--- config.mk ---
export PLATFORM = sky130hd
export DESIGN_NAME = sensor_monitor
export DESIGN_NICKNAME = d
export VERILOG_FILES = /design/src/rtl/sensor_monitor.sv
export SDC_FILE = /design/constraint.sdc
export NUM_CORES = 1
export LEC_CHECK = 0
export BUFFER_PORTS_ARGS = -buffer_cell sky130_fd_sc_hd__buf_2
export CAP_MARGIN = 40
export CORE_MARGIN = 2
export CORE_UTILIZATION = 57
export DETAILED_ROUTE_END_ITERATION = 6
export PLACE_DENSITY = 0.81
export SYNTH_ARGS = -nofsm -noshare
export SYNTH_HDL_FRONTEND = slang
export SYNTH_SLANG_ARGS = --single-unit
--- constraint.sdc ---
create_clock -name clk -period 3.2 [get_ports clk]
set_clock_uncertainty 0.1 [all_clocks]
set_input_delay 0.16 -clock clk [delete_from_list [all_inputs] [get_ports clk]]
set_output_delay 0.16 -clock clk [all_outputs]
set_load 0.005 [all_outputs]
--- src/rtl/sensor_monitor.sv ---
// Debounced sensor fault monitor with sticky alarm FSM; SENSOR_MONITOR_SYNC_EN adds a 2-flop input synchroniser.
// Latency: raw input to sensors_f is DEBOUNCE edges (+2 with the synchroniser); error is combinational; latch and count follow 1 edge later.
// Backpressure: none. Inputs are sampled every cycle and the outputs are status levels.
module sensor_monitor #(
    parameter int NUM_SENSORS = 4,
    parameter int DEBOUNCE    = 4
) (
    input  logic                   clk,
    input  logic                   rst,
    input  logic [NUM_SENSORS-1:0] sensors,
    input  logic                   clear,
    output logic [NUM_SENSORS-1:0] sensors_f,
    output logic                   error,
    output logic                   fault_latched,
    output logic [7:0]             fault_count
);

    localparam int CW = $clog2(DEBOUNCE + 1);
    localparam logic [CW-1:0] CNT_LAST = CW'(DEBOUNCE - 1);

    typedef enum logic [1:0] {
        ST_OK,
        ST_ALARM,
        ST_HOLD
    } state_t;

    logic [NUM_SENSORS-1:0] samp;
    logic [CW-1:0]          cnt [NUM_SENSORS];
    state_t                 state;
    state_t                 state_nxt;
    logic                   count_inc;

`ifdef SENSOR_MONITOR_SYNC_EN
    logic [NUM_SENSORS-1:0] sync1;
    logic [NUM_SENSORS-1:0] sync2;

    always_ff @(posedge clk or posedge rst) begin
        if (rst) begin
            sync1 <= '0;
            sync2 <= '0;
        end else begin
            sync1 <= sensors;
            sync2 <= sync1;
        end
    end

    assign samp = sync2;
`else
    assign samp = sensors;
`endif

    // A sensor's filtered level only moves after DEBOUNCE consecutive disagreeing samples.
    always_ff @(posedge clk or posedge rst) begin
        if (rst) begin
            sensors_f <= '0;
            for (int i = 0; i < NUM_SENSORS; i++) begin
                cnt[i] <= '0;
            end
        end else begin
            for (int i = 0; i < NUM_SENSORS; i++) begin
                if (samp[i] == sensors_f[i]) begin
                    cnt[i] <= '0;
                end else if (cnt[i] == CNT_LAST) begin
                    sensors_f[i] <= samp[i];
                    cnt[i]       <= '0;
                end else begin
                    cnt[i] <= cnt[i] + 1'b1;
                end
            end
        end
    end

    assign error = sensors_f[0] | (sensors_f[1] & (|sensors_f[NUM_SENSORS-1:2]));

    always_ff @(posedge clk or posedge rst) begin
        if (rst) begin
            state <= ST_OK;
        end else begin
            state <= state_nxt;
        end
    end

    always_comb begin
        state_nxt = state;
        count_inc = 1'b0;
        case (state)
            ST_OK: begin
                if (error) begin
                    state_nxt = ST_ALARM;
                    count_inc = 1'b1;
                end
            end
            ST_ALARM: begin
                if (!error) begin
                    state_nxt = ST_HOLD;
                end
            end
            ST_HOLD: begin
                // A returning fault wins over a simultaneous clear.
                if (error) begin
                    state_nxt = ST_ALARM;
                    count_inc = 1'b1;
                end else if (clear) begin
                    state_nxt = ST_OK;
                end
            end
            default: begin
                state_nxt = ST_OK;
            end
        endcase
    end

    assign fault_latched = (state != ST_OK);

    always_ff @(posedge clk or posedge rst) begin
        if (rst) begin
            fault_count <= 8'd0;
        end else if (count_inc && (fault_count != 8'hFF)) begin
            fault_count <= fault_count + 8'd1;
        end
    end

endmodule

==> results of run 1 <==
-- worst max-delay path by stage --
| stage | depth (start not counted) | startpoint | slack [ps] | end |
|---|---|---|---|---|
| 2_1_floorplan | 5 | fault_count[0] | 1650 | fault_count[1] |
| 3_3_place_gp | 5 | fault_count[0] | 1630 | fault_count[1] |
| 3_5_place_dp | 5 | fault_count[0] | 1530 | fault_count[1] |
| 4_1_cts | 5 | fault_count[0] | 1500 | fault_count[1] |
| 5_1_grt | 5 | fault_count[0] | 1410 | fault_count[1] |
| 6_report | 5 | fault_count[0] | 1510 | fault_count[1] |
-- cell usage after synthesis --
| library cell | n |
|---|---|
| a21o_4 | 1 |
| nor2b_1 | 7 |
| a2111oi_2 | 1 |
| nor2_1 | 2 |
| inv_1 | 3 |
| o21ai_2 | 1 |
| nor3b_1 | 8 |
| o21ai_0 | 2 |
| nand3_2 | 1 |
| nand2_1 | 5 |
| nand3_1 | 1 |
| nor2_2 | 1 |
| nor3_4 | 1 |
| nor3_1 | 7 |
| xor2_1 | 5 |
| mux2_2 | 4 |
| xnor2_1 | 4 |
| mux2_4 | 1 |
| ha_1 | 5 |
| a22oi_1 | 1 |
| nor3_2 | 1 |
| and3_1 | 1 |
| a21oi_1 | 2 |
| dfrtp_1 | 26 |
| or2_2 | 1 |
-- where the power goes --
| part | internal, µW | total (µW) | switching (µW) |
|---|---|---|---|
| clock network | 69.7 | 169 | 99.0 |
| logic | 229 | 443 | 214 |
| registers | 444 | 554 | 110 |
-- routing by layer --
layer	share of wire [%]	global-route usage (%)	wire, µm	up-vias
met5	0	0	0	-
met4	0.90	7.14	19	0
met3	3.1	3.07	65	2
met2	51	34.2	1070	14
met1	45	25.5	945	375
li1	-	-	-	378
-- stage by stage --
step	setup WS, ps	util (%)	area (µm²)	instances
final	1510	71.6	1390	149
after global routing	1410	71.6	1390	149
after CTS	1500	71.6	1390	149
after detailed placement	1530	67.1	1300	140
after global placement	1630	66.4	1290	139
after floorplan	1650	-	1150	92
-- cell families after synthesis --
kind of cell	Yosys count	synth area share [%]
adder cells (fa/ha/maj)	5	5.42
buffers and inverters	3	0.975
AND/OR/NAND/NOR	36	19.5
flip-flops	26	56.3
multiplexers	5	5.20
AO/OA/AOI/OAI	8	5.74
XOR/XNOR	9	6.83
-- flip-flops by register name, summed over array words and instances (netlist names) --
register and count:
cnt 12, state 2, sensors_f 4, fault_count 8
-- area by class of cell --
cell class | instances | area [µm²] | share of cell area (%)
clock buffers | 4 | 36.3 | 2.61
inverters | 3 | 11.3 | 0.810
multi-input cells | 63 | 493 | 35.5
flip-flops and latches | 26 | 651 | 46.8
well taps | 27 | 33.8 | 2.43
repair buffers | 26 | 165 | 11.9
-- critical path: cells and delay by family, from the launching register on --
family,cells,cell delay [ps]
muxes,1,300
adders and majority gates,1,220
and+or+nand+nor,3,530
DFF,1,440
-- cell usage in the layout, fill, tap and decap left out, types with 2 or more instances in the layout --
master	n
buf_2	20
xor2_1	5
o21ai_0	2
inv_1	3
nor3_1	7
nor2b_1	7
nor3b_1	8
dlygate4sd3_1	5
nor2_1	2
ha_1	5
mux2_2	4
xnor2_1	4
clkbuf_4	3
dfrtp_1	26
nand2_1	5
a21oi_1	2
==> flow_metrics.env, run 1 <==
export IMPL_fin_nets=135
export IMPL_ioPinCount=21
export IMPL_fin_crit_ps=1690
export IMPL_clk_path_buf_depth=2
export IMPL_die_w_um=49.0
export IMPL_cts_repair_resized=0
export IMPL_tightest_slew_ps=588
export IMPL_holdPathStages=4
export IMPL_detailed_place_hpwl_mm=1.48
export IMPL_synth_area_leaders="dfrtp_1 (56%), ha_1 (5.4%), nor3b_1 (5.2%), mux2_2 (3.9%), nor2b_1 (3.8%)"
export IMPL_ys_warn_count=0
export IMPL_period_share_pct=52.8
export IMPL_power_leakage_uw=0.000683
export IMPL_fillers=145
export IMPL_cts_tree="done"
export IMPL_antenna_found_initial=0
export IMPL_wl_per_cell_um=14.1
export IMPL_crit_chain="ha_1, nand3_2, nor3_4, nor2_2, mux2_4"
export IMPL_drt_iter0_markers=9
export IMPL_rrSetupSlack_ps=1510
export IMPL_whs_endpoint="state[1]"
export IMPL_grt_usage_pct=19.9
export IMPL_clock_sinks=26
export IMPL_antenna_left=0
export IMPL_critPathKind="reg2reg"
export IMPL_crit_path_end_kind="flop"
export IMPL_post_cts_buffers=0
export IMPL_setup_tns_ps=0
export IMPL_synth_area_um2=1150
export IMPL_rsz0062_at_grt="false"
export IMPL_yosysUniqueCellTypes=25
export IMPL_max_stage_delay_ps=440
export IMPL_fmax_ghz=0.591
export IMPL_hold_buffers=5
export IMPL_fp_dieArea_um2=2400
export IMPL_yosysTopAreaCell="dfrtp_1"
export IMPL_dieHeight_um=49.0
export IMPL_p_total_uw=1170
export IMPL_grt_pass1_vias=829
export IMPL_status="completed"
export IMPL_rr_endpoint="fault_count[1]"
export IMPL_cts_root_buf="clkbuf_4"
export IMPL_vias_per_cell=5.16
export IMPL_holdWs_ps=38.7
export IMPL_slew_violations=0
export IMPL_syn_nets=104
export IMPL_r2r_cells=5
export IMPL_grt_overflow=0
export IMPL_grt_pass1_wl_mm=3.64
export IMPL_routed_wl_mm=2.10
export IMPL_setup_violations=0
export IMPL_clk_latency_ps=330
export IMPL_grt_max_degree=16
export IMPL_r2r_start="fault_count[0]"
export IMPL_hold_class="in2reg"
export IMPL_crit_arrival_ps=1820
export IMPL_maxCapViolCount=0
export IMPL_start_kind="flop"
export IMPL_rows=16
export IMPL_gp_congestion=0.737
export IMPL_path_max_fanout=5
export IMPL_vias=769
export IMPL_synth_top_cell_area_share_pct=56.3
export IMPL_drive_gt1_share_pct=31.1
export IMPL_required_ps=3330
export IMPL_ir_worst_vdd_v=0.000591
export IMPL_ys_seq_area_share_pct=56.3
export IMPL_relSlewSlack_pct=60.7
export IMPL_htreeDepth=1
export IMPL_io_buffers=20
export IMPL_start_util_pct=59.5
export IMPL_syn_inst=92
export IMPL_firstDrtPassIters=3
export IMPL_clk_pin_slew_ps=140
export IMPL_antenna_cells=0
export IMPL_ys_seq_elements=26
export IMPL_drcViolationCount=0
export IMPL_hold_viol=0
export IMPL_min_from="clear"
export IMPL_core_um2=1940
export IMPL_p_per_area_nw_per_um2=839
export IMPL_area_growth_syn_to_layout_pct=20.4
export IMPL_crit_path_top_delay_cell="dfrtp_1"
export IMPL_cts_buffers=3
export IMPL_syn_area_per_cell_um2=12.6
No activity file was read; power rests on OpenSTA's default activity.
==> run 2, diff against run 1 <==
--- a/config.mk
+++ b/config.mk
@@ -8,9 +8,9 @@
 export BUFFER_PORTS_ARGS = -buffer_cell sky130_fd_sc_hd__buf_2
 export CAP_MARGIN = 40
 export CORE_MARGIN = 2
-export CORE_UTILIZATION = 57
+export CORE_UTILIZATION = 48
 export DETAILED_ROUTE_END_ITERATION = 6
-export PLACE_DENSITY = 0.81
+export PLACE_DENSITY = 0.73
 export SYNTH_ARGS = -nofsm -noshare
 export SYNTH_HDL_FRONTEND = slang
 export SYNTH_SLANG_ARGS = --single-unit
==> constraint.sdc (replaced) <==
create_clock -name clk -period 1.35 [get_ports clk]
set_clock_uncertainty 0.1 [all_clocks]
set_input_delay 0.0675 -clock clk [delete_from_list [all_inputs] [get_ports clk]]
set_output_delay 0.0675 -clock clk [all_outputs]
set_load 0.005 [all_outputs]
==> run 2 against run 1 <==
The run now ends with setup timing left. Final area increased by 20%. Register-to-register slack got worse by 1700 ps. Final cell count increased by 17%. Core utilization increased by 3.1 points. Fmax increased by 12%.
==> flow_metrics.env, run 2 (synthesis gave the netlist of run 1 again) <==
export IMPL_routed_wl_mm=2.50
export IMPL_required_ps=1470
export IMPL_status="finished, violations left"
export IMPL_largest_reg_flops=12
export IMPL_fin_nets=161
export IMPL_p_switching_uw=1180
export IMPL_dieHeight_um=53.1
export IMPL_vias=892
export IMPL_fillers=146
export IMPL_critPathKind="reg2reg"
export IMPL_grt_max_degree=27
export IMPL_slew_violations=0
export IMPL_io_buffers=20
export IMPL_power_leakage_uw=0.000816
export IMPL_drt_iter0_markers=8
export IMPL_pwr_share_clk_pct=9.6
export IMPL_seqPwrFrac_pct=37.6
export IMPL_cts_buffers=3
export IMPL_p_sw_share_pct=35.1
export IMPL_place_ws_ps=-188
export IMPL_clk_pin_slew_ps=130
export IMPL_antenna_found_initial=0
export IMPL_antenna_cells=0
export IMPL_fp_dieArea_um2=2810
export IMPL_grt_usage_pct=20.3
export IMPL_vias_per_cell=5.10
export IMPL_mostFrequentLayoutCells="dfrtp_1 (26), buf_4 (23), buf_2 (19)"
export IMPL_p_total_uw=3370
export IMPL_r2r_cells=5
export IMPL_cts_root_buf="clkbuf_4"
export IMPL_fin_cells=175
export IMPL_antenna_left=0
export IMPL_final_common_cell="dfrtp_1"
export IMPL_hold_viol=0
export IMPL_period_share_pct=112
export IMPL_fin_crit_ps=1520
export IMPL_drive_gt1_share_pct=49.0
export IMPL_crit_path_end_kind="flop"
export IMPL_ir_worst_vdd_v=0.00143
export IMPL_drcViolationCount=0
export IMPL_violations="setup timing"
export IMPL_grt_overflow=0
export IMPL_ioPinCount=21
export IMPL_relSlewSlack_pct=78.2
export IMPL_start_util_pct=51.7
export IMPL_rrSetupSlack_ps=-170
export IMPL_gp_congestion=0.798
export IMPL_rsz0062_at_grt="true"
export IMPL_tightest_slew_ps=327
export IMPL_top_register="cnt"
export IMPL_setup_violations=10
export IMPL_layout_setup_ws_ps=-165
export IMPL_path_max_fanout=3
export IMPL_detailed_place_hpwl_mm=1.44
export IMPL_wl_per_cell_um=14.3
export IMPL_rows=17
export IMPL_die_w_um=53.1
export IMPL_firstDrtPassIters=4
export IMPL_clk_path_buf_depth=2
export IMPL_internal_power_uw=2190
export IMPL_p_per_area_nw_per_um2=2020
export IMPL_dp_cells=157
export IMPL_htreeDepth=1
export IMPL_r2r_start="fault_count[1]"
export IMPL_crit_arrival_ps=1640
export IMPL_clock_sinks=26
export IMPL_fmax_ghz=0.660
export IMPL_grt_pass1_wl_mm=3.95
export IMPL_cts_tree="done"
export IMPL_fin_util_pct=74.7
export IMPL_p_comb_share_pct=52.8
export IMPL_reg_top3="cnt: 12 flops, fault_count: 8 flops, sensors_f: 4 flops"
export IMPL_clk_latency_ps=320
export IMPL_rr_endpoint="fault_count[1]"
export IMPL_start_kind="flop"
export IMPL_maxCapViolCount=0
export IMPL_grt_pass1_vias=900
export IMPL_hold_class="in2async"
export IMPL_core_um2=2230
export IMPL_area_growth_syn_to_layout_pct=44.5
[run 2: cell type report]
class | count | area, µm² | share of cell area [%]
sequential | 26 | 651 | 39.0
multi-input combinational | 63 | 577 | 34.6
timing repair buffer | 52 | 373 | 22.3
tap | 28 | 35.0 | 2.10
clock buffer | 3 | 22.5 | 1.35
inverter | 3 | 11.3 | 0.675
[run 2: layer usage]
layer | wire length, µm | share of wire, % | global-route usage [%]
met1 | 1020 | 41 | 23.0
met2 | 1280 | 51 | 35.6
met3 | 71 | 2.8 | 1.69
met4 | 131 | 5.2 | 14.1
met5 | 0 | 0 | 0
[run 2: how the worst max path moves through the flow]
| stage | depth (start not counted) | from | end | slack (ps) |
|---|---|---|---|---|
| finish | 5 | fault_count[1] | fault_count[1] | -170 |
| global route | 6 | fault_count[1] | fault_count[3] | -220 |
| CTS | 5 | fault_count[1] | fault_count[1] | -130 |
| detailed placement | 5 | fault_count[0] | fault_count[1] | -190 |
| global placement | 5 | fault_count[1] | fault_count[1] | -150 |
| floorplan | 5 | fault_count[0] | fault_count[1] | -170 |
[run 2: worst max-delay path, cell delays in order, from the launching register on]
cell     delay (ps)
dfrtp_1         430
ha_4            170
nand3_4         110
nor3_4          240
nor2_2           70
mux2_4          290
[run 2: repair_timing]
action	in CTS	in global routing
gates resized for setup	11	8
setup endpoints to repair	10	12
pin swaps	9	3
gates cloned	0	0
hold buffers	6	0
endpoints found under the hold margin	41	0
buffers inserted	6	3
[run 2: metrics by stage]
stage	hold WS [ps]	instance area, µm²	setup TNS [ps]
final	228	1670	-1250
after global routing	259	1670	-1880
after CTS	223	1610	-806
after detailed placement	35.1	1430	-736
after global placement	27.7	1430	-444
after floorplan	7.52	1160	-542
[run 2: power by group through the flow]
| stage | combinational, µW | sequential, µW | clock, µW |
|---|---|---|---|
| global placement | 1340 | 1240 | 0 |
| detailed placement | 1370 | 1250 | 0 |
| global route | 1950 | 1300 | 364 |
| floorplan | 700 | 1310 | 0 |
| CTS | 1650 | 1260 | 327 |
| finish | 1780 | 1270 | 324 |
==> run 3, diff against run 2 <==
--- a/config.mk
+++ b/config.mk
@@ -8,9 +8,9 @@
 export BUFFER_PORTS_ARGS = -buffer_cell sky130_fd_sc_hd__buf_2
 export CAP_MARGIN = 40
 export CORE_MARGIN = 2
-export CORE_UTILIZATION = 48
+export CORE_UTILIZATION = 40
 export DETAILED_ROUTE_END_ITERATION = 6
-export PLACE_DENSITY = 0.73
+export PLACE_DENSITY = 0.63
 export SYNTH_ARGS = -nofsm -noshare
 export SYNTH_HDL_FRONTEND = slang
 export SYNTH_SLANG_ARGS = --single-unit
==> run 3 against run 2 <==
The run still ends with setup timing left. Sequential share of layout area fell by 0.29 points. Die area grew 18%. Critical path depth is 1 higher. Wire length down 8.0%. Final area grew 0.75%. Count of clock-buffer cells in the layout unchanged. Hold slack worse by 14 ps. Non-clock buffer count is 3 lower. Combinational power fell by 5%. Clock power is 63% higher. Critical path type unchanged.
==> flow_metrics.env, run 3 (synthesis gave the netlist of run 1 again) <==
export IMPL_grt_use_met1_pct=21.1
export IMPL_routed_wl_mm=2.30
export IMPL_mostFrequentLayoutCells="dfrtp_1 (26), buf_4 (20), buf_2 (17)"
export IMPL_cts_root_buf="clkbuf_4"
export IMPL_cts_tree="done"
export IMPL_clk_path_buf_depth=2
export IMPL_htreeDepth=1
export IMPL_internal_power_uw=2320
export IMPL_crit_arrival_ps=1650
export IMPL_grt_pass1_vias=916
export IMPL_detailed_place_hpwl_mm=1.56
export IMPL_grtUsageMet3_pct=2.68
export IMPL_vias_per_cell=4.87
export IMPL_critPathKind="reg2reg"
export IMPL_cts_buffers=3
export IMPL_reg_top3="cnt: 12 flops, fault_count: 8 flops, sensors_f: 4 flops"
export IMPL_slew_violations=0
export IMPL_rows=19
export IMPL_antenna_cells=0
export IMPL_required_ps=1460
export IMPL_fin_nets=158
export IMPL_fp_dieArea_um2=3330
export IMPL_fin_crit_ps=1540
export IMPL_grt_pass1_wl_mm=4.04
export IMPL_pwr_share_clk_pct=15.1
export IMPL_clk_pin_slew_ps=140
export IMPL_hold_viol=0
export IMPL_maxCapViolCount=0
export IMPL_clk_latency_ps=320
export IMPL_ir_worst_vdd_v=0.00161
export IMPL_gp_congestion=0.762
export IMPL_rsz0062_at_grt="true"
export IMPL_holdWs_ps=213
export IMPL_drcViolationCount=0
export IMPL_die_w_um=57.7
export IMPL_start_util_pct=41.9
export IMPL_tightest_slew_ps=327
export IMPL_start_kind="flop"
export IMPL_p_total_uw=3490
export IMPL_p_switching_uw=1170
export IMPL_clock_sinks=26
export IMPL_vias=857
export IMPL_violations="setup timing"
export IMPL_fmax_ghz=0.648
export IMPL_area_growth_syn_to_layout_pct=45.6
export IMPL_io_buffers=20
export IMPL_relSlewSlack_pct=78.2
export IMPL_status="finished, violations left"
export IMPL_antenna_found_initial=0
export IMPL_power_leakage_uw=0.000818
export IMPL_grt_usage_pct=15.8
export IMPL_period_share_pct=114
export IMPL_seqPwrFrac_pct=36.5
export IMPL_largest_reg_flops=12
export IMPL_wl_per_cell_um=13.1
export IMPL_crit_path_end_kind="flop"
export IMPL_setup_violations=10
export IMPL_drive_gt1_share_pct=46.9
export IMPL_dieHeight_um=57.7
export IMPL_top_register="cnt"
export IMPL_p_comb_share_pct=48.4
export IMPL_firstDrtPassIters=4
export IMPL_hold_class="in2async"
export IMPL_layout_setup_ws_ps=-192
export IMPL_antenna_left=0
export IMPL_drt_iter0_markers=28
export IMPL_grt_met2_usage_pct=25.8
export IMPL_p_sw_share_pct=33.4
export IMPL_fillers=233
export IMPL_grt_busiest_layer="met2"
export IMPL_grt_max_degree=27
export IMPL_core_um2=2760
export IMPL_grt_overflow=0
export IMPL_p_per_area_nw_per_um2=2070
export IMPL_final_common_cell="dfrtp_1"
export IMPL_path_max_fanout=4
export IMPL_ioPinCount=21
==> run 3: power by group through the flow <==
stage	registers [µW]	logic, µW	clock network, µW
final	1270	1690	528
after global routing	1310	1880	568
after CTS	1250	1600	537
after detailed placement	1250	1370	0
after global placement	1240	1330	0
after floorplan	1310	700	0
==> run 3: worst paths after layout <==
path,endpoint,slack [ps],depth (start not counted),startpoint
setup / recovery,fault_count[5],-190,6,fault_count[0]
hold / removal,cnt[0],210,4,rst
setup reg to reg,fault_count[5],-190,6,fault_count[0]
hold reg to reg,cnt[0],360,1,cnt[0]
max in group asynchronous,cnt[10],690,4,rst
min in group clk,cnt[0],360,1,cnt[0]
==> run 3: critical path: stages, from the launching register on <==
cell and delay, ps:
dfrtp_1 440, ha_4 170, nand3_4 90, nor3_4 260, buf_4 170, nor3_1 50
xor2_1 140
==> run 3: layout make-up <==
class | count | area [µm²] | area share (%)
timing repair buffer | 49 | 363 | 21.6
tap | 31 | 38.8 | 2.31
inverter | 3 | 11.3 | 0.670
clock inverter | 1 | 30.0 | 1.79
clock buffer | 3 | 22.5 | 1.34
sequential | 26 | 651 | 38.7
multi-input combinational | 63 | 566 | 33.6
==> run 3: metrics by stage <==
step                worst slack, ps  area (µm²)  utilization, %  TNS [ps]  std cells
global route                   -273        1680            61.0     -2130        176
detailed placement             -157        1430            51.9      -789        160
global placement               -123        1430            51.9      -582        160
finish                         -192        1680            61.0     -1330        176
CTS                            -164        1640            59.4     -1100        176
floorplan                      -173        1160               -      -542         92
==> run 3: repair_timing <==
item,in CTS,in global routing
gates resized for setup,9,9
endpoints found under the setup margin,10,14
endpoints found under the hold margin,35,0
hold buffers,6,0
setup buffers,6,1
pin swaps,4,2
==> run 3: layer usage <==
| metal | vias to the layer above | part of all wire, % |
|---|---|---|
| li1 | 426 | - |
| met1 | 410 | 45 |
| met2 | 15 | 50 |
| met3 | 6 | 2.9 |
| met4 | 0 | 2.7 |
| met5 | - | 0 |
